--- config.mk ---
export PLATFORM = sky130hd
export DESIGN_NAME = multi_cycle_control
export DESIGN_NICKNAME = d
export VERILOG_FILES = /design/src/rtl/multi_cycle_control.sv
export SDC_FILE = /design/constraint.sdc
export NUM_CORES = 1
export LEC_CHECK = 0
export CORE_MARGIN = 4
export CORE_UTILIZATION = 51
export CTS_CLUSTER_SIZE = 28
export DETAILED_ROUTE_END_ITERATION = 6
export MAX_ROUTING_LAYER = met4
export PLACE_DENSITY_LB_ADDON = 0.05
export SLEW_MARGIN = 25
export SYNTH_ARGS = -nofsm -noshare
export SYNTH_HDL_FRONTEND = slang
export SYNTH_SLANG_ARGS = --single-unit
--- constraint.sdc ---
create_clock -name clk -period 4 [get_ports clk]
set_input_delay 0.6 -clock clk [delete_from_list [all_inputs] [get_ports clk]]
set_output_delay 0.6 -clock clk [all_outputs]
set_load 0.005 [all_outputs]
--- src/rtl/multi_cycle_control.sv ---
// Multi-cycle MIPS-style control unit: state sequencing, datapath control
// decode, sticky illegal-opcode flag and retired-instruction counter.
module multi_cycle_control #(
  parameter int unsigned MEM_HANDSHAKE = 1
) (
  input  logic        clk,
  input  logic        reset,
  input  logic [5:0]  opcode,
  input  logic        zero,
  input  logic        mem_ready,
  output logic        pc_write,
  output logic [1:0]  pc_source,
  output logic        iord,
  output logic        mem_read,
  output logic        mem_write,
  output logic        ir_write,
  output logic        reg_dst,
  output logic        mem_to_reg,
  output logic        reg_write,
  output logic        alu_src_a,
  output logic [1:0]  alu_src_b,
  output logic [1:0]  alu_op,
  output logic [3:0]  state,
  output logic        instr_done,
  output logic        illegal,
  output logic [31:0] instr_count
);

  typedef enum logic [3:0] {
    IDLE      = 4'd0,
    FETCH     = 4'd1,
    DECODE    = 4'd2,
    MEM_ADDR  = 4'd3,
    MEM_READ  = 4'd4,
    MEM_WB    = 4'd5,
    MEM_WRITE = 4'd6,
    R_EXEC    = 4'd7,
    R_WB      = 4'd8,
    BRANCH    = 4'd9,
    JUMP      = 4'd10,
    ADDI_EXEC = 4'd11,
    ADDI_WB   = 4'd12,
    HALT      = 4'd13
  } state_t;

  localparam logic [5:0] OP_RTYPE = 6'h00;
  localparam logic [5:0] OP_J     = 6'h02;
  localparam logic [5:0] OP_BEQ   = 6'h04;
  localparam logic [5:0] OP_BNE   = 6'h05;
  localparam logic [5:0] OP_ADDI  = 6'h08;
  localparam logic [5:0] OP_LW    = 6'h23;
  localparam logic [5:0] OP_SW    = 6'h2B;

  state_t      state_q, state_d;
  logic        illegal_q;
  logic [31:0] instr_count_q;
  logic        ready;
  logic        done;

  assign ready = (MEM_HANDSHAKE != 0) ? mem_ready : 1'b1;

  always_comb begin
    state_d    = state_q;
    pc_write   = 1'b0;
    pc_source  = 2'd0;
    iord       = 1'b0;
    mem_read   = 1'b0;
    mem_write  = 1'b0;
    ir_write   = 1'b0;
    reg_dst    = 1'b0;
    mem_to_reg = 1'b0;
    reg_write  = 1'b0;
    alu_src_a  = 1'b0;
    alu_src_b  = 2'd0;
    alu_op     = 2'd0;
    done       = 1'b0;
    case (state_q)
      IDLE: state_d = FETCH;
      FETCH: begin
        mem_read  = 1'b1;
        alu_src_b = 2'd1;
        if (ready) begin
          ir_write = 1'b1;
          pc_write = 1'b1;
          state_d  = DECODE;
        end
      end
      DECODE: begin
        alu_src_b = 2'd3;
        case (opcode)
          OP_RTYPE:      state_d = R_EXEC;
          OP_LW, OP_SW:  state_d = MEM_ADDR;
          OP_BEQ, OP_BNE: state_d = BRANCH;
          OP_J:          state_d = JUMP;
          OP_ADDI:       state_d = ADDI_EXEC;
          default:       state_d = HALT;
        endcase
      end
      MEM_ADDR: begin
        alu_src_a = 1'b1;
        alu_src_b = 2'd2;
        state_d   = (opcode == OP_LW) ? MEM_READ : MEM_WRITE;
      end
      MEM_READ: begin
        mem_read = 1'b1;
        iord     = 1'b1;
        if (ready) state_d = MEM_WB;
      end
      MEM_WB: begin
        reg_write  = 1'b1;
        mem_to_reg = 1'b1;
        done       = 1'b1;
        state_d    = FETCH;
      end
      MEM_WRITE: begin
        mem_write = 1'b1;
        iord      = 1'b1;
        if (ready) begin
          done    = 1'b1;
          state_d = FETCH;
        end
      end
      R_EXEC: begin
        alu_src_a = 1'b1;
        alu_op    = 2'd2;
        state_d   = R_WB;
      end
      R_WB: begin
        reg_write = 1'b1;
        reg_dst   = 1'b1;
        done      = 1'b1;
        state_d   = FETCH;
      end
      ADDI_EXEC: begin
        alu_src_a = 1'b1;
        alu_src_b = 2'd2;
        state_d   = ADDI_WB;
      end
      ADDI_WB: begin
        reg_write = 1'b1;
        done      = 1'b1;
        state_d   = FETCH;
      end
      BRANCH: begin
        alu_src_a = 1'b1;
        alu_op    = 2'd1;
        pc_source = 2'd1;
        pc_write  = (opcode == OP_BNE) ? ~zero : zero;
        done      = 1'b1;
        state_d   = FETCH;
      end
      JUMP: begin
        pc_write  = 1'b1;
        pc_source = 2'd2;
        done      = 1'b1;
        state_d   = FETCH;
      end
      HALT: state_d = HALT;
      // Unused encodings 14-15 recover to FETCH with all controls low.
      default: state_d = FETCH;
    endcase
  end

  always_ff @(posedge clk) begin
    if (reset) begin
      state_q       <= IDLE;
      illegal_q     <= 1'b0;
      instr_count_q <= '0;
    end else begin
      state_q <= state_d;
      if (state_d == HALT) illegal_q <= 1'b1;
      if (done) instr_count_q <= instr_count_q + 32'd1;
    end
  end

  assign state       = state_q;
  assign instr_done  = done;
  assign illegal     = illegal_q;
  assign instr_count = instr_count_q;

endmodule

Yosys cells after proc, flatten, opt, wreduce, memory -nomap -nowiden. Index checks and enable logic that the tools add are counted.

Register bits: 37. Bits in latches: 0. Bits in writable memories: 0. Memory bits (read-only): 0. Bits of input ports: 10. Output and inout port bits: 53. Word-level logic and storage cells: 55. Memories kept: 0.

$add $sub $neg: 1. $mul: 0. Div/mod/pow operators: 0. Magnitude comparators: 0. Eq/ne operators: 20. Shift-type cells: 0. Multiplexer cells: 21. Bitwise operators: 1. Reductions and logical operators: 9.

Operators by type and width (count): adder 32 x 1 -> 32 bit, second input constant (1); one-hot mux 4 bit (8 select lines) (1); == test 4 bit, second input constant (7); one-hot mux 4 bit (5 select lines) (1); == test 4 x 3 -> 1 bit, second input constant (4); == test 6 x 3 -> 1 bit, second input constant (2); == test 6 bit, second input constant (2); 2-to-1 mux 4 bit (3); 2-to-1 mux 1 bit (10); OR reduction 2 bit (5); == test 4 x 2 -> 1 bit, second input constant (2); one-hot mux 2 bit (2 select lines) (2); == test 6 x 2 -> 1 bit, second input constant (1); == test 6 x 4 -> 1 bit, second input constant (1); zero test 6 bit (1); one-hot mux 2 bit (3 select lines) (1); OR reduction 5 bit (1); == test 4 x 1 -> 1 bit, second input constant (1); OR reduction 4 bit (1); one-hot mux 1 bit (3 select lines) (1); OR reduction 3 bit (1); 2-to-1 mux 2 bit (1); one-hot mux 1 bit (2 select lines) (1); inverter 1 bit (1).

Logic depth before layout (Yosys ltp).
Depth after elaboration: 5. Mapped depth: 8. Gate-level depth less buffers: 6.

Least setup slack after synthesis. No wires, ideal clock.

Path type: input port to output port. Start: input opcode[1]. End: output pc_write. Arrival: 1306 ps. Required time: 3400 ps. Path slack: 2094 ps. Stages on the path: 5. Buffers on the path: 0. Cell sequence: nor3b_1 > nand3_1 > xnor2_1 > a21boi_0 > o21bai_1.

Cells in the longest elaborated chain, start to end: 3.

Ends and longest elaborated chain: start: declaration (RTL line 8) `input logic [5:0] opcode,`; == test 6 x 3 -> 1 bit (RTL line 148) `pc_write = (opcode == OP_BNE) ? ~zero : zero;`; 2-to-1 mux 1 bit (RTL line 148); one-hot mux 1 bit (3 select lines) (RTL line 77) `case (state_q)`; end: declaration (RTL line 11) `output logic pc_write,`.

Every way passes these cells.

Worst setup path in the final report. Same ends and word-level chain as after synthesis.

==> qor.yml <==
yosys.cell_types.count: 47
critical-path-max-stage-delay_ns: 0.51
worst_clock_skew_ns: 0.004777
clock_tree.htree_level_count: 2
max_freq_mhz: 333.9
vdd.ir_drop.worst_mv: 0.1643
grt.total_usage: 0.2075
numCtsBuffers: 5
total_stage_count_of_the_critical_path: 7
min_path_type: "flop to flop"
drive_above_1_share: 0.04025
row_count: 23
worst_pin_slew_ns: 0.7238
share_comb_of_total_power: 0.098
grt_setup_unrepaired: "false"
grt_first_pass_wirelength_mm: 8.438
p_int_mw: 0.5440
timing.final.crit_share: 0.7488
synthesis.area_mm2: 0.002121
drc: 0
timing.critical_path.cells: "clkdlybuf4s50_1 > nor3b_1 > nand3_1 > xnor2_1 > a21boi_0 > o21bai_1 > clkdlybuf4s50_1"
maxCapViolations: 0
floorplan.die.width_um: 72.49
worstHoldStart: "illegal"
hold_depth: 2
drtIter0Drc: 148
power.leakage_nw: 0.9028
cp.arrival_ns: 2.40
yosysWarnings: 0
vias: 2150
postSynthAreaPerCell_um2: 7.973
seq_area_frac_synth: 0.3493
dp_hpwl_mm: 3.670
ant_nets: 0
clkPwrFrac: 0.371
ys_ff_latch: 37
floorplan.die_area_mm2: 0.005254
crit_path_end_kind: "output port"
run_status: "finished clean"
critical_path.n_buffers_inverters: 2
routedWlPerCell_um: 13.78
core_region_area_mm2: 0.004000
worstPathMaxFanout: 6
worst_path_dominant_cell_family: "buffers and inverters"
worst-setup-path-type: "input pin to output port"
worst_setup_path_startpoint: "opcode[1]"
hold_viol_final: 0
critPathLaunchType: "input pin"
grt_max_degree: 38
holdBufCountCts: 0
p_per_area_mw_per_mm2: 251.2
syn2layout_area_growth_pct: 33.92
net_sw_frac: 0.2375
grt_antenna_before_repair: 0
io_pins: 63
clock_insertion_delay_worst_skew_ns: 0.29
cts.sink_count: 37
r2r-start: "state[0]"
finalCriticalPeriod_ns: 2.995
maxSlewHeadroom: 0.5170
tns_setup_ns: 0
timing.critical_path.required_ns: 3.40
clock_root_buffer: "sky130_fd_sc_hd__clkbuf_8"
syn_nets: 277
gpl.final_weighted_congestion: 0.7933
drt_first_pass_iters: 4
port_buffers: 62
finalWirelength_mm: 5.139
start_util: 0.5302
postCtsResizedCells: 0
postCtsSetupBuffers: 0
power.share.sequential: 0.531
cts.path.max_buffers: 2
cts.reportedPaths.clkPinSlew_ns: 0.07
final_nets: 334
power_switching_mw: 0.1694
timing.reg2reg.setup_slack_ns: 1.53
final_max_tran_viols: 0
fp.dieH_um: 72.49
cts_tree: "built"
via_per_instance_ratio: 5.764
synth-edff-count: 0
postSynth.asyncResetShare: 0
timing.final.setup_violations: 0
synth_cells: 266
power.total_mw: 0.7135
worst_r2r_path_depth: 5
first_global_vias: 1856
synthFlopType: "sky130_fd_sc_hd__dfxtp_1"
timing.critical_path.mode_cell: "sky130_fd_sc_hd__clkdlybuf4s50_1"
critical-path-slowest-cell: "sky130_fd_sc_hd__clkdlybuf4s50_1"
grt-ovfl-total: 0
num_antenna_cells: 0
[through the flow]
| step | hold WS (ns) | setup slack, ns | util | std cells | instance area (um^2) |
|---|---|---|---|---|---|
| finish | 0.4711 | 1.005 | 0.7100 | 373 | 2840 |
| global route | 0.5187 | 0.9093 | 0.7100 | 373 | 2840 |
| CTS | 0.4758 | 0.9906 | 0.7100 | 373 | 2840 |
| detailed placement | 0.4509 | 0.9972 | 0.6885 | 366 | 2754 |
| global placement | 0.4516 | 1.016 | 0.6885 | 366 | 2754 |
| floorplan | 0.4506 | 2.094 | - | 266 | 2121 |
[cell families (layout without fill, tap and decap cells)]
| family | after synthesis | count (layout) | share of synthesized area |
|---|---|---|---|
| xor gates and xnor gates | 16 | 16 | 0.06608 |
| adders and majority gates | 2 | 2 | 0.01121 |
| AOI/OAI and AO/OA | 76 | 76 | 0.2313 |
| buffers and inverters | 17 | 74 | 0.03421 |
| DFF | 37 | 37 | 0.3493 |
| and+or+nand+nor | 118 | 118 | 0.3080 |
[power groups by stage]
stage | clock, mW | combinational (mW) | sequential (mW)
2_1_floorplan | 0 | 0.0417 | 0.382
3_3_place_gp | 0 | 0.0697 | 0.388
3_5_place_dp | 0 | 0.0698 | 0.388
4_1_cts | 0.270 | 0.0701 | 0.379
5_1_grt | 0.287 | 0.0760 | 0.380
6_report | 0.265 | 0.0699 | 0.379
[metal layers]
layer,part of all wire,GRT usage,vias up
met3,0.048,0.05125,5
met1,0.47,0.2606,989
met2,0.47,0.3276,52
li1,-,-,1104
met4,0.0099,0.06762,0
met5,0,-,-
[placed cells by master (no fill, tap or decap), types with 8 or more instances in the layout]
cell type / Yosys / final
sky130_fd_sc_hd__a21oi_1: 24 / 24
sky130_fd_sc_hd__clkdlybuf4s50_1: 0 / 62
sky130_fd_sc_hd__dfxtp_1: 37 / 37
sky130_fd_sc_hd__nand2_1: 14 / 14
sky130_fd_sc_hd__nand2b_1: 8 / 8
sky130_fd_sc_hd__nand3_1: 13 / 13
sky130_fd_sc_hd__nor2_1: 27 / 27
sky130_fd_sc_hd__o21ai_0: 17 / 17
sky130_fd_sc_hd__or3_1: 12 / 12
sky130_fd_sc_hd__xnor2_1: 9 / 9
[cells in the mapped netlist, types with 2 or more instances]
master / n / area share
sky130_fd_sc_hd__a21o_1: 3 / 0.011
sky130_fd_sc_hd__nand3_1: 13 / 0.031
sky130_fd_sc_hd__o211ai_1: 3 / 0.011
sky130_fd_sc_hd__and3_1: 6 / 0.018
sky130_fd_sc_hd__nand2_1: 14 / 0.025
sky130_fd_sc_hd__nor2b_1: 5 / 0.015
sky130_fd_sc_hd__a32oi_1: 2 / 0.0083
sky130_fd_sc_hd__a22oi_1: 2 / 0.0071
sky130_fd_sc_hd__xnor2_1: 9 / 0.037
sky130_fd_sc_hd__inv_1: 4 / 0.0071
sky130_fd_sc_hd__o2111ai_1: 4 / 0.017
sky130_fd_sc_hd__xor2_1: 7 / 0.029
sky130_fd_sc_hd__nand2b_1: 8 / 0.024
sky130_fd_sc_hd__o21ai_0: 17 / 0.040
sky130_fd_sc_hd__nor3b_1: 3 / 0.011
sky130_fd_sc_hd__dfxtp_1: 37 / 0.35
sky130_fd_sc_hd__a211oi_1: 4 / 0.014
sky130_fd_sc_hd__nor2_1: 27 / 0.048
sky130_fd_sc_hd__and4_1: 3 / 0.012
sky130_fd_sc_hd__or3_1: 12 / 0.035
sky130_fd_sc_hd__o31ai_1: 6 / 0.021
sky130_fd_sc_hd__or4_1: 6 / 0.021
sky130_fd_sc_hd__nor3_1: 5 / 0.012
sky130_fd_sc_hd__a21oi_1: 24 / 0.057
sky130_fd_sc_hd__a21boi_0: 3 / 0.011
sky130_fd_sc_hd__clkbuf_1: 11 / 0.019
sky130_fd_sc_hd__nand4_1: 7 / 0.021
sky130_fd_sc_hd__nand3b_1: 2 / 0.0071
[worst min-delay path, cell delays in order, from the launching register on]
cell and delay, ns:
sky130_fd_sc_hd__dfxtp_1 0.33, sky130_fd_sc_hd__nand2b_1 0.06, sky130_fd_sc_hd__o41ai_1 0.05
[path summary, 6_finish.rpt]
kind,end
hold reg to reg,illegal
setup reg to reg,instr_count[31]
setup / recovery,pc_write
hold / removal,illegal
[cell type report]
| class | count | area, um^2 |
|---|---|---|
| clock buffers | 7 | 86.33 |
| fillers | 363 | 1160 |
| inverters | 4 | 15.01 |
| multi-input cells | 212 | 1308 |
| flip-flops and latches | 37 | 740.7 |
| well taps | 50 | 62.56 |
| repair buffers | 63 | 628.1 |
[state kept, by name, summed over array words and instances, names as in the netlist]
signal and cells:
illegal 1, instr_count 32, state 4
Note: power is estimated with default switching activity, not from simulation.
